**config.mk**
```make
export PLATFORM = sky130hd
export DESIGN_NAME = msg_display_queue
export DESIGN_NICKNAME = d
export VERILOG_FILES = /design/src/rtl/msg_display_queue.sv
export SDC_FILE = /design/constraint.sdc
export NUM_CORES = 1
export LEC_CHECK = 0
export CORE_UTILIZATION = 30
export CTS_CLUSTER_DIAMETER = 80
export CTS_CLUSTER_SIZE = 20
export DETAILED_ROUTE_END_ITERATION = 12
export PLACE_DENSITY_LB_ADDON = 0.15
export REMOVE_ABC_BUFFERS = 1
export SLEW_MARGIN = 20
export SYNTH_ARGS = -nofsm -noshare
export SYNTH_HDL_FRONTEND = slang
export SYNTH_SLANG_ARGS = --single-unit
```
**constraint.sdc**
```tcl
create_clock -name clk -period 5.6 [get_ports clk]
set_clock_uncertainty 0.15 [all_clocks]
set_input_delay 0.56 -clock clk [delete_from_list [all_inputs] [get_ports clk]]
set_output_delay 0.56 -clock clk [all_outputs]
set_load 0.01 [all_outputs]
```
**src/rtl/msg_display_queue.sv**
```systemverilog
// Message display queue: buffers EMIT_MSG outputs tagged with PID and
// shows them one at a time for a fixed hold time with a blank gap.
//
// Ports:
//   clk        - system clock, rising edge
//   reset      - asynchronous active-low reset
//   msg_sign   - push request, sampled every cycle
//   msg_code   - message code to queue
//   msg_pid    - PID tag to queue with the code
//   skip       - ends the current SHOW early
//   disp_msg   - message code being shown
//   disp_pid   - PID tag being shown
//   disp_valid - high while a message is shown
//   fifo_count - entries queued, excluding the one shown
//   fifo_full  - fifo_count == DEPTH
//   overflow   - sticky, a push was dropped
module msg_display_queue #(
  parameter int DEPTH       = 4,
  parameter int HOLD_CYCLES = 50000000,
  parameter int GAP_CYCLES  = 2
) (
  input  logic                     clk,
  input  logic                     reset,
  input  logic                     msg_sign,
  input  logic [4:0]               msg_code,
  input  logic [4:0]               msg_pid,
  input  logic                     skip,
  output logic [4:0]               disp_msg,
  output logic [4:0]               disp_pid,
  output logic                     disp_valid,
  output logic [$clog2(DEPTH):0]   fifo_count,
  output logic                     fifo_full,
  output logic                     overflow
);

  localparam int AW = $clog2(DEPTH);
  localparam int CW = AW + 1;
  localparam int HW = $clog2(HOLD_CYCLES) + 1;
  localparam int GW = $clog2(GAP_CYCLES) + 1;

  typedef enum logic [1:0] {
    S_IDLE,
    S_SHOW,
    S_GAP
  } state_t;

  state_t          r_state;
  state_t          w_next;

  logic [9:0]      r_mem [DEPTH];
  logic [AW-1:0]   r_wptr;
  logic [AW-1:0]   r_rptr;
  logic [CW-1:0]   r_count;
  logic            r_overflow;

  logic [HW-1:0]   r_hold;
  logic [GW-1:0]   r_gap;
  logic [4:0]      r_disp_msg;
  logic [4:0]      r_disp_pid;
  logic            r_disp_valid;

  logic            w_nonempty;
  logic            w_full;
  logic            w_pop;
  logic            w_end;
  logic            w_push;
  logic            w_drop;

  assign w_nonempty = (r_count != '0);
  assign w_full     = (r_count == CW'(DEPTH));

  // A pop frees a slot on the same edge, so a push at full
  // is only dropped when no pop happens.
  assign w_push = msg_sign && (!w_full || w_pop);
  assign w_drop = msg_sign && w_full && !w_pop;

  // FIFO storage and bookkeeping
  always_ff @(posedge clk or negedge reset) begin
    if (!reset) begin
      for (int i = 0; i < DEPTH; i++) begin
        r_mem[i] <= '0;
      end
      r_wptr     <= '0;
      r_rptr     <= '0;
      r_count    <= '0;
      r_overflow <= 1'b0;
    end else begin
      if (w_push) begin
        r_mem[r_wptr] <= {msg_pid, msg_code};
        r_wptr        <= r_wptr + 1'b1;
      end
      if (w_pop) begin
        r_rptr <= r_rptr + 1'b1;
      end
      unique case ({w_push, w_pop})
        2'b10:   r_count <= r_count + 1'b1;
        2'b01:   r_count <= r_count - 1'b1;
        default: r_count <= r_count;
      endcase
      if (w_drop) begin
        r_overflow <= 1'b1;
      end
    end
  end

  // State register and display datapath
  always_ff @(posedge clk or negedge reset) begin
    if (!reset) begin
      r_state      <= S_IDLE;
      r_hold       <= '0;
      r_gap        <= '0;
      r_disp_msg   <= '0;
      r_disp_pid   <= '0;
      r_disp_valid <= 1'b0;
    end else begin
      r_state <= w_next;
      if (w_pop) begin
        {r_disp_pid, r_disp_msg} <= r_mem[r_rptr];
        r_disp_valid <= 1'b1;
        r_hold       <= HW'(HOLD_CYCLES - 1);
      end else if (w_end) begin
        r_disp_msg   <= '0;
        r_disp_pid   <= '0;
        r_disp_valid <= 1'b0;
        r_gap        <= GW'(GAP_CYCLES - 1);
      end else if (r_state == S_SHOW) begin
        r_hold <= r_hold - 1'b1;
      end else if (r_state == S_GAP && r_gap != '0) begin
        r_gap <= r_gap - 1'b1;
      end
    end
  end

  // Next-state logic
  always_comb begin
    w_next = r_state;
    unique case (r_state)
      S_IDLE: begin
        if (w_nonempty) w_next = S_SHOW;
      end
      S_SHOW: begin
        if (w_end) w_next = S_GAP;
      end
      S_GAP: begin
        if (r_gap == '0) begin
          w_next = w_nonempty ? S_SHOW : S_IDLE;
        end
      end
      default: w_next = S_IDLE;
    endcase
  end

  // Control outputs: pop only sees entries present before the edge
  always_comb begin
    w_pop = 1'b0;
    w_end = 1'b0;
    unique case (r_state)
      S_IDLE: w_pop = w_nonempty;
      S_SHOW: w_end = (r_hold == '0) || skip;
      S_GAP:  w_pop = (r_gap == '0) && w_nonempty;
      default: begin
        w_pop = 1'b0;
        w_end = 1'b0;
      end
    endcase
  end

  assign disp_msg   = r_disp_msg;
  assign disp_pid   = r_disp_pid;
  assign disp_valid = r_disp_valid;
  assign fifo_count = r_count;
  assign fifo_full  = w_full;
  assign overflow   = r_overflow;

endmodule

```
==> metrics.txt <==
TritonRoute pass-1 iters=4; CP Launch Type=flip-flop; total global routing overflow=0; htree depth=3; Layout Nets=around 410; RSZ-0062 raised after global routing=false; status=finished, final reports clean; Starting Density=a little under a third; synthesized cell area=about 4300 µm²; DRC viols=0; multi-input logic area=1914 µm²; post-synthesis sequential area ratio=a little over half; Yosys reg bits=90; prevailing post-synth register cell=dfrtp_1; crit path DAT=between 3 and 4 ns; area of the die=between 10000 and 15000 µm²; ys async rst share=between 90% and 100%; Via density=5.012; Hold Crit Depth=1; Resize count post-CTS=0; setup total negative slack=0 ns; 1st-iter DRT viols=between 100 and 150; slowest stage delay, CP=~0.63 ns; # diodes=0; cells on worst reg2reg path=12; CTS sink cnt=90; register area=about 2300 µm²; sequential share of power=41.0%; endpoints failing setup=0; post-synthesis cell type count=55; global-route wire length before repair=between 15000 and 20000 µm; FF-to-FF End=fifo_count[2]; CTS tree=built; DR top layer=met4; Skew-Pair Late Insertion Delay=0.35 ns; synth warn=0; Total GRT Usage=13.99%; CTS Root Cell=clkbuf_16; Max Fanout on Critical Path=31; element type at the critical path end=flip-flop; Comb pwr share=between 30% and 40%; PwrDens=~510 nW/µm²; Post-synth EDFFs=0; relative slew slack=between 30% and 40%; reg2reg start=r_gap[0]; DR WL/cell=~16 µm; Post-Synthesis Cells=approximately 360; CP Class=reg2reg; Met3 Wirelength=~300 µm; PortBufs=29; Most common cell on crit path=inv_1; post-DP HPWL=5983 µm; Total Wirelength=just over 9000 µm; Psw=between 0.8 and 0.9 mW; WHS=~0.32 ns; Site Rows=43; CP cell instances=inv_1 > ha_1 > nor2b_1 > or3_1 > buf_4 > inv_1 > ha_1 > inv_1 > fa_1 > xor2_1 > nor2_1 > xor2_1; CTS max path bufs=2; Hold Crit Start=overflow; core area=about 14000 µm²; Tcrit/Tclk final=57.68%; chip height=about 120 µm; r2r setup slk=roughly 2.4 ns; Static Leakage=around 2.0 nW; Slowest-stage cell, CP=inv_1; Clk pin slew, worst setup/hold paths=around 0.07 ns; vias in the first global route=slightly below 3k; Internal Power=1.728 mW; largest net degree at the start of global routing=75; fmax=about 310 MHz; met2 wire len=4546 µm; Post-Syn Area per Cell=between 10 and 15 µm²; fillcell total=~1.4k; max-cap violation count=0; clock buffer count from CTS=9; Worst-Margin Slew=between 0.9 and 1 ns; top-level I/O count=30; wire length on met1=~4400 µm; Slew Limit Fails=0; Vias=approximately 2.9k; HP Class=reg2reg; Area Growth Syn to Fin=17.78%; GPL Wtd Cong=approximately 0.72; minimum clock period=about 3.2 ns; Net Sw Frac=about a third; initial antenna violation count=0; Routed Antenna Nets=0; maximum vdd drop=approximately 0.25 mV; Chip Width=~120 µm; share of cells above drive strength 1=between 20% and 30%; Req. time, crit path=5.73 ns; hold endpoint=overflow; Hold Vio Cnt, Final=0; power share of the clock group=between 20 and 25%
[what timing repair did]
item | in CTS | in global routing
hold buffers | 1 | 0
buffers inserted | 0 | 0
endpoints found under the hold margin | 16 | 0
[power by group through the flow]
stage / Sequential [mW] / Clock, mW / Combinational, mW
after CTS: 1.06 / 0.646 / 0.912
after floorplan: 1.03 / 0 / 0.615
after detailed placement: 1.07 / 0 / 0.911
after global routing: 1.09 / 0.667 / 0.997
final: 1.05 / 0.619 / 0.893
after global placement: 1.06 / 0 / 0.898
[placed cells by master (no fill, tap or decap), types with 5 or more instances in the layout]
| cell | count |
|---|---|
| xnor2_1 | 6 |
| a21oi_1 | 22 |
| clkdlybuf4s50_1 | 28 |
| ha_1 | 8 |
| nor4_1 | 7 |
| and3_1 | 5 |
| mux2_2 | 40 |
| nand3_1 | 6 |
| clkbuf_16 | 9 |
| o31ai_1 | 7 |
| or3_1 | 5 |
| o21ai_0 | 7 |
| inv_1 | 13 |
| nand2_1 | 34 |
| dfrtp_1 | 90 |
| or4_1 | 5 |
| nor3_1 | 12 |
| mux4_2 | 10 |
| nor2_1 | 8 |
[Yosys cell counts (5+ instances only)]
cell / instances / area, µm²
a21oi_1: 22 / 110.1
and3_1: 5 / 31.28
clkbuf_1: 11 / 41.29
dfrtp_1: 90 / 2252
ha_1: 8 / 100.1
inv_1: 13 / 48.80
mux2_2: 40 / 450.4
mux4_2: 10 / 225.2
nand2_1: 34 / 127.6
nand3_1: 6 / 30.03
nor2_1: 8 / 30.03
nor3_1: 12 / 60.06
nor4_1: 7 / 43.79
o21ai_0: 7 / 35.03
o31ai_1: 7 / 52.55
or3_1: 5 / 31.28
or4_1: 5 / 37.54
xnor2_1: 6 / 52.55
[worst max path at each step]
| stage | start | to | slack [ns] | cells past startpoint |
|---|---|---|---|---|
| 6_report | r_gap[0] | fifo_count[2] | 2.37 | 12 |
| 3_3_place_gp | r_gap[0] | fifo_count[2] | 2.40 | 12 |
| 5_1_grt | r_gap[0] | fifo_count[2] | 2.10 | 12 |
| 3_5_place_dp | r_gap[0] | fifo_count[2] | 2.34 | 12 |
| 2_1_floorplan | r_gap[0] | fifo_count[2] | 2.58 | 11 |
| 4_1_cts | r_gap[0] | fifo_count[2] | 2.33 | 12 |
[through the flow]
| stage | area (µm²) | utilization, % | total power [mW] | setup slack [ns] | std cells |
|---|---|---|---|---|---|
| after detailed placement | 4743 | 34.04 | 1.980 | 2.338 | 553 |
| after global placement | 4743 | 34.04 | 1.958 | 2.396 | 553 |
| after CTS | 5056 | 36.28 | 2.617 | 2.331 | 570 |
| final | 5056 | 36.28 | 2.566 | 2.370 | 570 |
| after floorplan | 4215 | - | 1.649 | 2.583 | 342 |
| after global routing | 5056 | 36.28 | 2.754 | 2.104 | 570 |
[kinds of logic after synthesis]
| group | synth area share [%] |
|---|---|
| AOI/OAI and AO/OA | 8.861 |
| DFF | 52.46 |
| muxes | 16.21 |
| adders and majority gates | 2.798 |
| xor gates and xnor gates | 1.632 |
| and+or+nand+nor | 15.10 |
| buffers and inverters | 2.944 |
[registers in the layout, indices dropped and copies added, names as in the netlist]
| signal | flops |
|---|---|
| r_rptr | 2 |
| disp_pid | 5 |
| disp_valid | 1 |
| r_hold | 27 |
| r_gap | 2 |
| r_mem | 40 |
| fifo_count | 3 |
| r_state | 2 |
| disp_msg | 5 |
| r_wptr | 2 |
| overflow | 1 |
[layout make-up]
cell class | count | share of cell area (%)
Clock inverter | 5 | 1.188
Sequential cell | 90 | 44.54
Multi-Input combinational cell | 239 | 37.86
Inverter | 13 | 0.9651
Clock buffer | 11 | 4.801
Tap cell | 180 | 4.454
Timing Repair Buffer | 32 | 6.187
[layer usage]
layer	vias to the layer above	global-route usage, %
met5	-	0
met4	0	4.167
met3	2	4.728
met2	37	23.12
met1	1438	17.25
li1	1380	-
[critical path: cells and delay by family, from the launching register on]
family | cells | cell delay, ns
XOR/XNOR | 2 | 0.29
buffers and inverters | 4 | 1.01
flip-flops | 1 | 0.39
AND/OR/NAND/NOR | 3 | 0.50
adder cells (fa/ha/maj) | 3 | 0.83
No activity file was read; power rests on OpenSTA's default activity.
